[config.mk]
export PLATFORM = sky130hd
export DESIGN_NAME = pack_fifo
export DESIGN_NICKNAME = d
export VERILOG_FILES = /design/src/rtl/pack_fifo_pkg.sv /design/src/rtl/pack_fifo_mem.sv /design/src/rtl/pack_fifo.sv
export SDC_FILE = /design/constraint.sdc
export NUM_CORES = 1
export LEC_CHECK = 0
export CORE_UTILIZATION = 50
export DETAILED_ROUTE_END_ITERATION = 10
export PLACE_DENSITY_LB_ADDON = 0.12
export SYNTH_ARGS = -nofsm -noshare
export SYNTH_HDL_FRONTEND = slang
export SYNTH_HIERARCHICAL = 1
export SYNTH_SLANG_ARGS = --single-unit
[constraint.sdc]
create_clock -name clk -period 2.9 [get_ports clk]
set_input_delay 0.29 -clock clk [delete_from_list [all_inputs] [get_ports clk]]
set_output_delay 0.29 -clock clk [all_outputs]
set_load 0.05 [all_outputs]
[src/rtl/pack_fifo_pkg.sv]
// Shared constants and sizing helpers for the width-packing FIFO.
// Optional synchronous flush port is enabled with the PACK_FIFO_FLUSH_EN macro.
package pack_fifo_pkg;

  localparam int DEF_IN_W  = 4;
  localparam int DEF_RATIO = 2;
  localparam int DEF_DEPTH = 16;

  // Packing order: which end of data_out receives the oldest input word.
  localparam bit ORDER_MSB_FIRST = 1'b1;
  localparam bit ORDER_LSB_FIRST = 1'b0;

  function automatic int ptr_w(input int depth);
    return (depth > 1) ? $clog2(depth) : 1;
  endfunction

  // Occupancy must represent the full value DEPTH, hence one extra bit.
  function automatic int cnt_w(input int depth);
    return $clog2(depth) + 1;
  endfunction

endpackage

[src/rtl/pack_fifo_mem.sv]
// DEPTH x IN_W storage with one write port and a RATIO-entry wrapped gather
// read port that assembles the packed OUT_W word in the selected order.
module pack_fifo_mem
  import pack_fifo_pkg::*;
#(
  parameter int IN_W      = DEF_IN_W,
  parameter int RATIO     = DEF_RATIO,
  parameter int DEPTH     = DEF_DEPTH,
  parameter bit MSB_FIRST = ORDER_MSB_FIRST,
  localparam int AW       = ptr_w(DEPTH),
  localparam int OUT_W    = IN_W * RATIO
) (
  input  logic             clk,
  input  logic             we,
  input  logic [AW-1:0]    waddr,
  input  logic [IN_W-1:0]  wdata,
  input  logic [AW-1:0]    raddr,
  output logic [OUT_W-1:0] rdata
);

  logic [IN_W-1:0] mem_q [DEPTH];

  // NOTE: storage has no reset; occupancy tracking guarantees stale entries are
  // never presented, and leaving it unreset lets the array map onto plain flops/RAM.
  always_ff @(posedge clk) begin
    if (we) mem_q[waddr] <= wdata;
  end

  // DEPTH is a power of two, so the AW-bit address sum wraps on its own.
  always_comb begin
    rdata = '0;
    for (int i = 0; i < RATIO; i++) begin
      if (MSB_FIRST) rdata[(RATIO-1-i)*IN_W +: IN_W] = mem_q[raddr + AW'(i)];
      else           rdata[i*IN_W +: IN_W]           = mem_q[raddr + AW'(i)];
    end
  end

endmodule

[src/rtl/pack_fifo.sv]
// Width-packing FIFO top: pointers, occupancy, handshake decode and flush.
// Define PACK_FIFO_FLUSH_EN to add the synchronous flush input.
module pack_fifo
  import pack_fifo_pkg::*;
#(
  parameter int IN_W      = DEF_IN_W,
  parameter int RATIO     = DEF_RATIO,
  parameter int DEPTH     = DEF_DEPTH,
  parameter bit MSB_FIRST = ORDER_MSB_FIRST,
  localparam int OUT_W    = IN_W * RATIO,
  localparam int AW       = ptr_w(DEPTH),
  localparam int CW       = cnt_w(DEPTH)
) (
  input  logic             clk,
  input  logic             rst,
`ifdef PACK_FIFO_FLUSH_EN
  input  logic             flush,
`endif
  input  logic             in_v,
  output logic             in_en,
  input  logic [IN_W-1:0]  data_in,
  output logic             out_v,
  input  logic             out_en,
  output logic [OUT_W-1:0] data_out,
  output logic [CW-1:0]    count
);

  logic [AW-1:0]    wr_ptr_q, wr_ptr_d;
  logic [AW-1:0]    rd_ptr_q, rd_ptr_d;
  logic [CW-1:0]    count_q,  count_d;
  logic             flush_i;
  logic             wr_xfer, rd_xfer;
  logic [OUT_W-1:0] gather;

`ifdef PACK_FIFO_FLUSH_EN
  assign flush_i = flush;
`else
  assign flush_i = 1'b0;
`endif

  // Enables come from registered occupancy only, so there is no in_v/out_en bypass.
  assign in_en    = (count_q < CW'(DEPTH)) && !flush_i;
  assign out_v    = (count_q >= CW'(RATIO)) && !flush_i;
  assign wr_xfer  = in_v && in_en;
  assign rd_xfer  = out_v && out_en;
  assign count    = count_q;
  assign data_out = out_v ? gather : '0;

  // NOTE: every always_comb output gets a default first so no path leaves it
  // unassigned and infers a latch.
  always_comb begin
    wr_ptr_d = wr_ptr_q;
    rd_ptr_d = rd_ptr_q;
    count_d  = count_q;
    if (flush_i) begin
      wr_ptr_d = '0;
      rd_ptr_d = '0;
      count_d  = '0;
    end else begin
      if (wr_xfer) wr_ptr_d = wr_ptr_q + AW'(1);
      if (rd_xfer) rd_ptr_d = rd_ptr_q + AW'(RATIO);
      count_d = count_q + CW'(wr_xfer) - (rd_xfer ? CW'(RATIO) : CW'(0));
    end
  end

  // NOTE: state flops use non-blocking assignments so every register samples
  // pre-edge values regardless of block ordering.
  always_ff @(posedge clk or posedge rst) begin
    if (rst) begin
      wr_ptr_q <= '0;
      rd_ptr_q <= '0;
      count_q  <= '0;
    end else begin
      wr_ptr_q <= wr_ptr_d;
      rd_ptr_q <= rd_ptr_d;
      count_q  <= count_d;
    end
  end

  pack_fifo_mem #(
    .IN_W      (IN_W),
    .RATIO     (RATIO),
    .DEPTH     (DEPTH),
    .MSB_FIRST (MSB_FIRST)
  ) u_mem (
    .clk   (clk),
    .we    (wr_xfer),
    .waddr (wr_ptr_q),
    .wdata (data_in),
    .raddr (rd_ptr_q),
    .rdata (gather)
  );

endmodule

==> metrics.log <==
INFO  metric groute.usage.overall = approximately 22%
INFO  metric grt_start_max_net_pins = 33
INFO  metric die_h = slightly below 90 um
INFO  metric worst-setup-path-type = reg2out
INFO  metric flow.area_growth_from_synthesis = 14.7%
INFO  metric status = finished clean
INFO  metric yosysSeqAreaShare = 58.1%
INFO  metric port_buffers = 22
INFO  metric regToRegStartpoint = count[4]
INFO  metric synth_cell_type_count = 34
INFO  metric critPathLaunchType = register
INFO  metric grt-ovfl-total = 0
INFO  metric hp-class = in2async
INFO  metric synth-simple-area-share = under 10%
INFO  metric cts_made_buffers = 9
INFO  metric critical_path.endpoint_type = output port
INFO  metric design.die.area = 0.00801 mm2
INFO  metric setup_viol = 0
INFO  metric synthesis.yosys.warnings = 6
INFO  metric clock_skew = between 0.006 and 0.007 ns
INFO  metric dr_total_vias = 2249
INFO  metric syn_area = 0.00383 mm2
INFO  metric ys_ff_latch = 76
INFO  metric yosys-mux-area-fraction = about a fifth
INFO  metric yosys-top-cells-area = sky130_fd_sc_hd__edfxtp_1 50%, sky130_fd_sc_hd__mux4_2 11%, sky130_fd_sc_hd__dfrtp_1 7.8%
INFO  metric timing.max_slew.rel_slack = 56.2%
INFO  metric flip_flop_and_latch_area = ~0.0022 mm2
INFO  metric clk_root_buffer_cell = sky130_fd_sc_hd__clkbuf_8
INFO  metric critical_path_arrival = 2.49 ns
INFO  metric vdd_ir_drop_max = 0.482 mV
INFO  metric design_area = 0.00439 mm2
INFO  metric insertedDiodeCount = 0
INFO  metric max-cap-violations = 0
INFO  metric final.setup.tns = 0 ns
INFO  metric r2r_setup_slack = approximately 0.8 ns
INFO  metric fin_crit_sh = 95.7%
INFO  metric synth_compound_gate_area_share = just over 3%
INFO  metric drive_above_1_share = 19.5%
INFO  metric synth_top_cell_by_area = sky130_fd_sc_hd__edfxtp_1
INFO  metric cts_tree = yes
INFO  metric grt_antenna_before_repair = 0
INFO  metric critical_path_required = approximately 2.6 ns
INFO  metric detailedPlacementHpwl = 5.81 mm
INFO  metric cellLeakagePower = ~1.6 nW
INFO  metric clkTransAtPathRegs = ~0.080 ns
INFO  metric hold_viol = 0
INFO  metric die_w = roughly 90 um
INFO  metric drc = 0
INFO  metric filler_cell_count = approximately 560
INFO  metric clock_tree.htree_level_count = 3
INFO  metric ant_nets = 0
INFO  metric synth_xor_xnor_area_share = roughly 2.5%
INFO  metric routed_wl = a little under 8 mm
INFO  metric synth_area_per_cell = approximately 15 um2
INFO  metric clock_sinks = between 70 and 80
INFO  metric multiInputGateArea = 0.00150 mm2
INFO  metric post-cts-setup-buffers = 0
INFO  metric vias_per_cell = about 5.9
INFO  metric initialDrtViolationCount = ~200
INFO  metric worst-path-max-fanout = 14
INFO  metric reg2reg_to = count[4]
INFO  metric dominant_combinational_cell_family_by_area_after_synthesis = multiplexers
INFO  metric globalplace.congestion = around 0.92
INFO  metric vias_in_the_first_global_route = around 2100
INFO  metric worstSkewPairLatency = between 0.3 and 0.4 ns
INFO  metric average_detailed_routed_wire_length_per_instance = 20.5 um
INFO  metric worst_r2r_path_depth = 11
INFO  metric ios = 23
INFO  metric grt_pass1_wl = about 12 mm
INFO  metric grt_setup_unrepaired = no
INFO  metric min_period = 2.78 ns
INFO  metric synthesis.instances = 250
INFO  metric cts_max_path_buffers = 2
INFO  metric power_per_cell_area = 1160 mW/mm2
INFO  metric peak_clock_frequency_supported_by_timing = 360 MHz
INFO  metric slew_viol_final = 0
INFO  metric initial_utilization = between 50% and 60%
INFO  metric rows = 31
INFO  metric synth_adder_area_share = 3.27%
INFO  metric place_area = 0.00417 mm2
INFO  metric synth_top_area_share = approximately half
INFO  metric detailedRoute.firstPassIterationCount = 4
INFO  metric worstMarginPinSlew = ~0.65 ns
INFO  metric layout.nets = approximately 300
INFO  metric core_region_area = around 0.0073 mm2
-- flip-flops by register name, summed over array words and instances (netlist names) --
signal	cells
rd_ptr_q	3
count	5
u_mem/mem_q	64
wr_ptr_q	4
-- kinds of logic (layout without fill, tap and decap cells) --
logic type	after synthesis	count (layout)
other	1	2
muxes	38	38
and+or+nand+nor	79	79
xor gates and xnor gates	11	11
AOI/OAI and AO/OA	13	13
adders and majority gates	10	10
buffers and inverters	22	53
DFF	76	76
-- metrics by stage --
step | hold slack [ns] | power (mW) | utilization, % | setup slack [ns] | std cells
2_1_floorplan | 0.155 | 3.46 | - | 0.315 | 251
3_5_place_dp | 0.507 | 4.28 | 56.9 | 0.374 | 365
3_3_place_gp | 0.487 | 4.26 | 56.9 | 0.392 | 365
6_report | 0.293 | 5.08 | 59.8 | 0.125 | 381
5_1_grt | 0.335 | 5.36 | 59.8 | 0.0157 | 381
4_1_cts | 0.299 | 5.10 | 59.7 | 0.0821 | 381
-- worst max path at each step --
stage | start | end | cells after the start
2_1_floorplan | count[4] | count[4] | 11
3_3_place_gp | rd_ptr_q[1] | data_out[4] | 5
3_5_place_dp | rd_ptr_q[1] | data_out[4] | 5
5_1_grt | rd_ptr_q[1] | data_out[0] | 6
6_report | rd_ptr_q[1] | data_out[6] | 5
4_1_cts | rd_ptr_q[2] | data_out[1] | 6
-- area by class of cell --
class                           count  share of cell area [%]
Clock buffer                        9                    2.82
Clock inverter                      7                    1.83
Inverter                           10                   0.856
Multi-Input combinational cell    153                    34.1
Sequential cell                    76                    50.7
Tap cell                           99                    2.82
Timing Repair Buffer               27                    6.85
-- routing by layer --
layer,GRT usage [%],part of all wire [%],vias to the layer above
met5,0,0,-
met4,7.79,1.6,0
met3,6.37,7.6,10
met2,30.3,44,91
met1,33.1,47,1131
li1,-,-,1017
-- worst max-delay path: stages (launching register included) --
cell and delay (ns):
sky130_fd_sc_hd__dfrtp_2 0.47, sky130_fd_sc_hd__buf_4 0.28, sky130_fd_sc_hd__mux4_1 0.62, sky130_fd_sc_hd__mux4_2 0.45, sky130_fd_sc_hd__and2_1 0.14, sky130_fd_sc_hd__buf_4 0.18
-- placed cells by master, fill, tap and decap left out, types with 2 or more instances in the layout --
| cell type | instances |
|---|---|
| sky130_fd_sc_hd__inv_6 | 3 |
| sky130_fd_sc_hd__nand3_1 | 6 |
| sky130_fd_sc_hd__mux2i_1 | 8 |
| sky130_fd_sc_hd__nor2b_1 | 3 |
| sky130_fd_sc_hd__buf_12 | 5 |
| sky130_fd_sc_hd__ha_1 | 10 |
| sky130_fd_sc_hd__nand2b_1 | 3 |
| sky130_fd_sc_hd__dfrtp_1 | 11 |
| sky130_fd_sc_hd__clkbuf_8 | 9 |
| sky130_fd_sc_hd__mux4_1 | 10 |
| sky130_fd_sc_hd__a32o_1 | 4 |
| sky130_fd_sc_hd__edfxtp_1 | 64 |
| sky130_fd_sc_hd__clkdlybuf4s50_1 | 14 |
| sky130_fd_sc_hd__a221oi_1 | 4 |
| sky130_fd_sc_hd__nand3b_1 | 2 |
| sky130_fd_sc_hd__nor3_1 | 4 |
| sky130_fd_sc_hd__nand4_1 | 5 |
| sky130_fd_sc_hd__xor2_1 | 5 |
| sky130_fd_sc_hd__mux4_2 | 18 |
| sky130_fd_sc_hd__buf_4 | 8 |
| sky130_fd_sc_hd__nor2_1 | 16 |
| sky130_fd_sc_hd__conb_1 | 2 |
| sky130_fd_sc_hd__inv_1 | 10 |
| sky130_fd_sc_hd__xnor2_1 | 5 |
| sky130_fd_sc_hd__nand2_1 | 31 |
| sky130_fd_sc_hd__and2_1 | 8 |
-- repair_timing --
item                                    in CTS  in global routing
hold buffers                                 0                  0
resized for setup                            1                  1
gates cloned                                 0                  0
endpoints found under the setup margin       1                  4
-- power breakdown --
| part | leakage (nW) | switching, mW | internal [mW] |
|---|---|---|---|
| Clock | 0.103 | 0.404 | 0.411 |
| Sequential | 0.716 | 0.181 | 1.35 |
| Combinational | 0.762 | 1.51 | 1.22 |
| Total | 1.58 | 2.10 | 2.98 |
-- Yosys cell counts, drive strengths merged --
cell / n
a211oi: 1
a21oi: 2
a221oi: 4
a32o: 4
and2: 8
buf: 7
clkbuf: 5
conb: 1
dfrtp: 12
edfxtp: 64
ha: 10
inv: 10
mux2: 2
mux2i: 8
mux4: 28
nand2: 31
nand2b: 3
nand3: 6
nand3b: 2
nand4: 5
nor2: 16
nor2b: 3
nor3: 4
o21a: 1
o21ai: 1
or3b: 1
xnor2: 6
xor2: 5
No activity file was read; power rests on OpenSTA's default activity.
